## src/rtl/stopwatch_pkg.sv

```systemverilog
// Shared types and constants for the stopwatch controller and its prescaler.
package stopwatch_pkg;

    // Controller states; the encoding is visible on the state output.
    typedef enum logic [1:0] {
        IDLE = 2'd0,
        RUN  = 2'd1,
        STOP = 2'd2,
        LAP  = 2'd3
    } sw_state_t;

    // Clocks per count-enable tick unless the instantiating block overrides it.
    localparam int TICK_DIV_DEFAULT = 4;

    // True in the states where time is advancing.
    function automatic logic is_running(input sw_state_t s);
        return (s == RUN) || (s == LAP);
    endfunction

endpackage

```

## src/rtl/stopwatch_ctrl_tick_gen.sv

```systemverilog
// Prescaler that divides clk down to one-cycle count-enable ticks.
// It counts only while run is high, holds its value otherwise, and is
// cleared by zero (which wins over run).
module tick_gen
    import stopwatch_pkg::*;
#(
    parameter int TICK_DIV = TICK_DIV_DEFAULT
) (
    input  logic clk,
    input  logic reset,
    input  logic run,
    input  logic zero,
    output logic tick
);

    localparam int PW = (TICK_DIV > 2) ? $clog2(TICK_DIV) : 1;
    localparam logic [PW-1:0] LAST = PW'(TICK_DIV - 1);

    logic [PW-1:0] pre_q;

    // Advance the prescaler and emit a registered tick on each wrap.
    // NOTE: sequential state uses non-blocking assignments so every register
    // samples the pre-edge values, independent of statement order.
    always_ff @(posedge clk or posedge reset) begin
        if (reset) begin
            pre_q <= '0;
            tick  <= 1'b0;
        end else if (zero) begin
            pre_q <= '0;
            tick  <= 1'b0;
        end else if (run) begin
            if (pre_q == LAST) begin
                pre_q <= '0;
                tick  <= 1'b1;
            end else begin
                pre_q <= pre_q + 1'b1;
                tick  <= 1'b0;
            end
        end else begin
            tick  <= 1'b0;
        end
    end

endmodule

```

## src/rtl/stopwatch_ctrl.sv

```systemverilog
// Stopwatch controller: run/stop/lap/clear FSM driving an external digit
// chain through cnt_en/cnt_clr, with a lap-freezable display register.
module stopwatch_ctrl
    import stopwatch_pkg::*;
#(
    parameter int TICK_DIV = TICK_DIV_DEFAULT,
    parameter int DW       = 12
) (
    input  logic          clk,
    input  logic          reset,
    input  logic          btn_start,
    input  logic          btn_lap,
    input  logic [DW-1:0] cnt_in,
    output logic          cnt_en,
    output logic          cnt_clr,
    output logic [DW-1:0] disp_out,
    output logic          running,
    output logic          lap_active,
    output logic [1:0]    state
);

    sw_state_t state_q;
    sw_state_t state_d;
    logic      clr_d;
    logic      hold_disp;
    logic      run_next;
    logic      zero_next;

    // Next-state and clear-request decode; btn_start outranks btn_lap.
    // NOTE: every signal written here gets a default first, so no path can
    // leave one unassigned and infer a latch.
    always_comb begin
        state_d = state_q;
        clr_d   = 1'b0;
        unique case (state_q)
            IDLE: begin
                if (btn_start) begin
                    state_d = RUN;
                end else if (btn_lap) begin
                    clr_d = 1'b1;
                end
            end
            RUN: begin
                if (btn_start) begin
                    state_d = STOP;
                end else if (btn_lap) begin
                    state_d = LAP;
                end
            end
            LAP: begin
                if (btn_start) begin
                    state_d = STOP;
                end else if (btn_lap) begin
                    state_d = RUN;
                end
            end
            STOP: begin
                if (btn_start) begin
                    state_d = RUN;
                end else if (btn_lap) begin
                    state_d = IDLE;
                    clr_d   = 1'b1;
                end
            end
            default: state_d = IDLE;
        endcase
    end

    // The prescaler follows the state being entered, so the edge leaving
    // RUN/LAP never produces a tick that would land in STOP or IDLE.
    assign run_next  = is_running(state_d);
    assign zero_next = (state_d == IDLE);

    // Display freezes only while staying in LAP; the edge into LAP captures
    // cnt_in and the edge out of LAP resumes live tracking.
    assign hold_disp = (state_q == LAP) && (state_d == LAP);

    // State register and one-cycle clear pulse.
    always_ff @(posedge clk or posedge reset) begin
        if (reset) begin
            state_q <= IDLE;
            cnt_clr <= 1'b0;
        end else begin
            state_q <= state_d;
            cnt_clr <= clr_d;
        end
    end

    // Display register: live copy of cnt_in, or the frozen lap value.
    // NOTE: the display register is reset along with the control state so a
    // frozen lap value cannot survive a reset.
    always_ff @(posedge clk or posedge reset) begin
        if (reset) begin
            disp_out <= '0;
        end else if (!hold_disp) begin
            disp_out <= cnt_in;
        end
    end

    tick_gen #(
        .TICK_DIV (TICK_DIV)
    ) u_tick_gen (
        .clk   (clk),
        .reset (reset),
        .run   (run_next),
        .zero  (zero_next),
        .tick  (cnt_en)
    );

    assign running    = is_running(state_q);
    assign lap_active = (state_q == LAP);
    assign state      = state_q;

endmodule

```

## config.mk

```make
export PLATFORM = sky130hd
export DESIGN_NAME = stopwatch_ctrl
export DESIGN_NICKNAME = d
export VERILOG_FILES = /design/src/rtl/stopwatch_pkg.sv /design/src/rtl/stopwatch_ctrl_tick_gen.sv /design/src/rtl/stopwatch_ctrl.sv
export SDC_FILE = /design/constraint.sdc
export NUM_CORES = 1
export LEC_CHECK = 0
export CORE_AREA = 10 10 58 60
export CTS_CLUSTER_DIAMETER = 150
export CTS_CLUSTER_SIZE = 20
export DETAILED_ROUTE_END_ITERATION = 12
export DIE_AREA = 0 0 68 70
export PLACE_DENSITY = 0.82
export SYNTH_ARGS = -nofsm -noshare
export SYNTH_HDL_FRONTEND = slang
export SYNTH_SLANG_ARGS = --single-unit
export TNS_END_PERCENT = 20
```

## constraint.sdc

```tcl
create_clock -name clk -period 1.3 [get_ports clk]
set_input_delay 0.26 -clock clk [delete_from_list [all_inputs] [get_ports clk]]
set_output_delay 0.26 -clock clk [all_outputs]
set_load 0.1 [all_outputs]
```

==> flow_metrics.py, run 1 <==
metrics = {
    "cts": {
        "cts.htree.levels": 1,
        "numClockSinks": 18,
        "cts_buffers": 3,
        "cts_root_buf": "clkbuf_4",
        "clkLatencyLatePin_ns": 0.28,
        "cts_tree": "done",
        "clk_path_buf_depth": 2,
        "clk_pin_slew_ns": 0.10,
        "cts_hold_buf": 0,
    },
    "pwr": {
        "p_leak_nw": 0.6430,
        "ir_worst_vdd_uv": 1978,
        "power_density_mw_per_mm2": 2175,
        "power.total_mw": 3.165,
    },
    "timing": {
        "hold_viol": 0,
        "finClkSkew_ns": 0.004427,
        "drv_slew": 0,
        "worst_pin_slew_ns": 0.2407,
        "rsz0062_at_grt": "true",
        "finalCritPeriodShare_pct": 112.8,
        "setup_ws_ns": -0.1659,
        "min_period_ns": 1.466,
        "max_freq_mhz": 682.2,
        "slew_headroom_pct": 83.89,
        "setup_violations": 16,
    },
    "detailed_routing": {
        "drt_first_iter_violations": 15,
        "wire_per_inst_um": 16.30,
        "antenna_left": 0,
        "vias": 574,
        "drt_pass1_iterations": 3,
        "vias_per_cell": 4.592,
        "drc": 0,
        "routed_wl_um": 2038,
    },
    "synthesis": {
        "synthesis.nets": 72,
        "avgSynthCellArea_um2": 13.90,
        "synth_edf_count": 0,
        "synthCells": 55,
        "yosys_register_bits": 18,
        "netlist_area_um2": 764.5,
        "synth_seq_area_share_pct": 58.92,
        "synth_ff_type": "dfrtp_1",
        "yosysWarnings": 0,
        "synth.distinct_cells": 22,
        "synthArstFlopShare_pct": 100.0,
    },
    "setup_path": {
        "rr_worst_depth": 4,
        "regToRegSetupSlack_ns": -0.12,
        "cp_max_fo": 2,
        "worst_ep_arrival_time_ns": 1.21,
        "r2r_start": "state[0]",
        "rr_endpoint": "disp_out[3]",
        "worstSetupEndpointType": "primary output",
        "critPathKind": "flip-flop to primary output",
        "startpoint": "state[1]",
        "critPathLaunchType": "flip-flop",
        "crit_required_ns": 1.04,
    },
    "placement": {
        "place_congestion": 0.6978,
        "place_inst": 121,
        "io_buffers": 33,
        "place.detailed.hpwl_um": 1630,
    },
    "die": {
        "die_x_um": 68,
        "dieArea_mm2": 0.004760,
        "num_rows": 18,
        "start_util_pct": 32.64,
        "fp.dieH_um": 70,
        "io_pins": 34,
        "core_area_mm2": 0.002342,
    },
    "final_layout": {
        "area_growth_pct": 90.34,
        "diodes": 0,
        "final_net_count": 113,
        "drive_above_1_share_pct": 50.53,
        "layoutNonFillerInstCount": 125,
    },
    "outcome": {
        "status": "finished, violations left",
        "violations": "setup timing",
    },
    "run": {
        "maxCapViolCount": 0,
    },
    "grt": {
        "grt_start_max_net_pins": 19,
        "grt_pass1_wl_um": 3553,
        "grt.total_usage_pct": 9.421,
        "antenna_found_initial": 0,
        "grt_overflow": 0,
        "grt_pass1_vias": 715,
    },
    "min_path": {
        "hold_class": "input pin to asynchronous set/reset pin",
    },
}
what timing repair did:
item	in CTS	in global routing
resized for setup	14	3
endpoints found under the hold margin	0	0
buffers inserted	0	0
pin swaps	1	1
endpoints found under the setup margin	18	18
cloned	0	0
power breakdown:
group / switching [mW] / leakage [nW] / internal, mW / total [mW]
sequential: 0.120 / 0.212 / 0.699 / 0.819
combinational: 1.25 / 0.416 / 0.822 / 2.07
clock: 0.160 / 0.0150 / 0.119 / 0.279
worst max-delay path by stage:
stage          cells after the start            to
2_1_floorplan                      4  disp_out[10]
3_3_place_gp                       4  disp_out[10]
3_5_place_dp                       4   disp_out[3]
4_1_cts                            3    lap_active
5_1_grt                            3    lap_active
6_report                           3    lap_active
cells by family after synthesis:
family	Yosys count	synth area share [%]
flops	18	58.92
mux	13	18.99
simple gates	10	10.15
compound gates	7	5.401
buf+inv	5	3.763
xor+xnor	1	1.146
fa+ha+maj	1	1.636
Yosys cell counts, types with 2 or more instances:
cell type  number  area (um2)
nor3b_1         2       15.01
dfrtp_1        18       450.4
a21oi_1         3       15.01
o21ai_0         2       10.01
mux2_2         12       135.1
buf_2           2       10.01
cell type report:
| class | instances | area [um2] |
|---|---|---|
| flip-flops and latches | 18 | 457.9 |
| fillers | 191 | 887.1 |
| inverters | 1 | 3.754 |
| clock buffers | 4 | 26.28 |
| well taps | 30 | 37.54 |
| multi-input cells | 32 | 346.6 |
| repair buffers | 40 | 583.1 |
layout by cell type, fill, tap and decap left out, types with 2 or more instances in the layout:
cell type and instances:
dfrtp_4 2, o21ai_0 2, clkdlybuf4s50_1 15, mux2_4 12, buf_4 4, buf_12 19
dfrtp_1 16, a21oi_1 3, clkbuf_4 3, buf_6 2
worst max-delay path, cell delays in order, from the launching register on:
cell and delay (ns):
dfrtp_4 0.49, and2_4 0.17, buf_6 0.11, buf_12 0.15
metrics by stage:
stage | instance area [um2] | hold WS [ns] | worst slack [ns] | util, % | TNS, ns
finish | 1455 | 0.3159 | -0.1659 | 62.13 | -1.730
global route | 1455 | 0.3185 | -0.2129 | 62.13 | -2.360
CTS | 1440 | 0.3100 | -0.1799 | 61.49 | -1.870
detailed placement | 1360 | 0.5595 | -0.3449 | 58.07 | -4.806
global placement | 1360 | 0.5558 | -0.2762 | 58.07 | -3.848
floorplan | 773.2 | 0.1986 | -0.6009 | - | -7.335
state kept, by name (all words and copies together), names as in the netlist:
| register | count |
|---|---|
| disp_out | 12 |
| state | 2 |
| u_tick_gen.pre_q | 2 |
| cnt_clr | 1 |
| u_tick_gen.tick | 1 |
layer usage:
layer  wire, um  vias to the layer above  track usage (%)
met5          0                        -                0
met4          0                        0            2.685
met3        186                        0            4.625
met2       1096                       20            16.05
met1        755                      286            9.767
li1           -                      268                -
Power figures use the tool's default switching activity.
==> run 2, diff against run 1 <==
--- a/config.mk
+++ b/config.mk
@@ -5,12 +5,12 @@
 export SDC_FILE = /design/constraint.sdc
 export NUM_CORES = 1
 export LEC_CHECK = 0
-export CORE_AREA = 10 10 58 60
+export CORE_AREA = 10 10 55 57
 export CTS_CLUSTER_DIAMETER = 150
 export CTS_CLUSTER_SIZE = 20
 export DETAILED_ROUTE_END_ITERATION = 12
-export DIE_AREA = 0 0 68 70
-export PLACE_DENSITY = 0.82
+export DIE_AREA = 0 0 65 67
+export PLACE_DENSITY = 0.87
 export SYNTH_ARGS = -nofsm -noshare
 export SYNTH_HDL_FRONTEND = slang
 export SYNTH_SLANG_ARGS = --single-unit
==> constraint.sdc (replaced) <==
create_clock -name clk -period 1.4 [get_ports clk]
set_input_delay 0.28 -clock clk [delete_from_list [all_inputs] [get_ports clk]]
set_output_delay 0.28 -clock clk [all_outputs]
set_load 0.1 [all_outputs]
==> flow_metrics.py, run 2 (synthesis gave the netlist of run 1 again) <==
metrics = {
    "setup_path": {
        "cp_max_fo": 2,
        "cpMaxStageDelayCell": "dfrtp_4",
        "worst_ep_arrival_time_ns": 1.22,
        "worst_path_largest_cell_delay_ns": 0.49,
        "rr_worst_depth": 4,
        "crit_required_ns": 1.12,
        "rr_endpoint": "disp_out[11]",
        "cp_num_buf_inv": 2,
        "r2r_start": "state[0]",
        "worstSetupEndpointType": "primary output",
        "path_cells": "and2_4 -> buf_6 -> buf_12",
        "critical_path.top_delay_family": "flip-flops",
        "critPathLaunchType": "flip-flop",
        "critPathKind": "flip-flop to primary output",
        "regToRegSetupSlack_ns": -0.02,
    },
    "grt": {
        "grt_overflow": 0,
        "grt_start_max_net_pins": 19,
        "grt_pass1_wl_um": 3387,
        "grt.total_usage_pct": 9.869,
        "grt_pass1_vias": 638,
        "antenna_found_initial": 0,
    },
    "pwr": {
        "clkPwrFrac_pct": 10.7,
        "internal_power_mw": 1.556,
        "p_sw_mw": 1.396,
        "swShare_pct": 47.30,
        "p_comb_share_pct": 63.5,
        "power_frac_seq_pct": 25.8,
        "power_density_mw_per_mm2": 2043,
        "p_leak_nw": 0.6438,
        "ir_worst_vdd_uv": 2032,
    },
    "final_layout": {
        "final_net_count": 113,
        "diodes": 0,
        "layoutNonFillerInstCount": 122,
        "largest_reg_flops": 12,
        "regMostFlops": "disp_out",
        "final_cell_mix": "buf_12 (19), dfrtp_1 (16), clkdlybuf4s50_1 (15)",
        "drive_above_1_share_pct": 48.42,
        "area_growth_pct": 89.03,
        "layout_commonest_cell": "buf_12",
    },
    "timing": {
        "setup_violations": 14,
        "setup_ws_ns": -0.09719,
        "hold_ws_ns": 0.2808,
        "hold_viol": 0,
        "rsz0062_at_grt": "true",
        "drv_slew": 0,
        "slew_headroom_pct": 79.09,
        "min_period_ns": 1.497,
        "finalCritPeriodShare_pct": 106.9,
        "worst_pin_slew_ns": 0.3129,
        "max_freq_mhz": 667.9,
        "finClkSkew_ns": 0.008092,
    },
    "detailed_routing": {
        "wire_per_inst_um": 16.48,
        "drt_first_iter_violations": 4,
        "vias": 571,
        "antenna_left": 0,
        "drc": 0,
        "vias_per_cell": 4.680,
        "drt_pass1_iterations": 3,
        "routed_wl_um": 2011,
    },
    "cts": {
        "cts_root_buf": "clkbuf_4",
        "clkLatencyLatePin_ns": 0.29,
        "clk_pin_slew_ns": 0.10,
        "cts_tree": "done",
        "cts_buffers": 3,
        "post-cts-setup-buffers": 0,
        "cts.htree.levels": 1,
        "clk_path_buf_depth": 2,
        "cts_hold_buf": 0,
        "numClockSinks": 18,
    },
    "die": {
        "start_util_pct": 39.37,
        "num_rows": 16,
        "fp.dieH_um": 67,
        "dieArea_mm2": 0.004355,
        "core_area_mm2": 0.001942,
        "io_pins": 34,
        "die_x_um": 65,
    },
    "placement": {
        "place_inst": 118,
        "place.detailed.hpwl_um": 1573,
        "place_congestion": 0.6160,
        "io_buffers": 33,
    },
    "outcome": {
        "status": "finished, violations left",
        "violations": "setup timing",
    },
    "run": {
        "maxCapViolCount": 0,
    },
    "min_path": {
        "hold_class": "input pin to asynchronous set/reset pin",
    },
}
run 2: metal layers:
| metal | wire [um] | share of wire [%] | vias to the layer above | global-route usage, % |
|---|---|---|---|---|
| met2 | 1049 | 52 | 21 | 17.73 |
| li1 | - | - | 272 | - |
| met3 | 192 | 9.5 | 0 | 5.853 |
| met1 | 769 | 38 | 278 | 10.06 |
| met4 | 0 | 0 | 0 | 0.8021 |
| met5 | 0 | 0 | - | 0 |
run 2: worst min-delay path: cells and delay by family:
kind	cells	cell delay (ns)
buffers and inverters	3	0.68
run 2: timing repair:
action,4_1_cts,5_1_grt
pin swaps,1,1
gates resized for setup,13,1
cloned,0,0
endpoints found under the setup margin,15,18
run 2: area by class of cell:
type / count / area (um2)
Sequential cell: 18 / 457.9
Multi-Input combinational cell: 32 / 330.3
Timing Repair Buffer: 40 / 583.1
Fill cell: 128 / 496.7
Inverter: 1 / 3.754
Tap cell: 27 / 33.78
Clock buffer: 4 / 36.28
run 2: worst max-delay path by stage:
stage | end | depth (start not counted) | start | slack [ns]
6_report | lap_active | 3 | state[1] | -0.1
5_1_grt | lap_active | 3 | state[1] | -0.14
4_1_cts | lap_active | 3 | state[0] | -0.12
3_5_place_dp | disp_out[11] | 4 | btn_start | -0.25
3_3_place_gp | disp_out[5] | 4 | btn_start | -0.19
2_1_floorplan | disp_out[10] | 4 | state[0] | -0.50
run 2: power groups by stage:
| stage | combinational, mW | sequential, mW | clock, mW |
|---|---|---|---|
| 2_1_floorplan | 0.543 | 1.33 | 0 |
| 3_3_place_gp | 1.79 | 0.752 | 0 |
| 3_5_place_dp | 1.83 | 0.767 | 0 |
| 4_1_cts | 1.88 | 0.761 | 0.322 |
| 5_1_grt | 1.95 | 0.779 | 0.342 |
| 6_report | 1.88 | 0.762 | 0.315 |
run 2: metrics by stage:
step	power, mW	setup slack [ns]	setup TNS [ns]	instance area, um2	util (%)
CTS	2.959	-0.1171	-0.4115	1441	74.23
global placement	2.543	-0.1950	-2.532	1356	69.85
global route	3.069	-0.1415	-1.097	1445	74.42
finish	2.952	-0.09719	-0.2230	1445	74.42
detailed placement	2.594	-0.2547	-3.336	1356	69.85
floorplan	1.876	-0.5009	-5.933	773.2	-
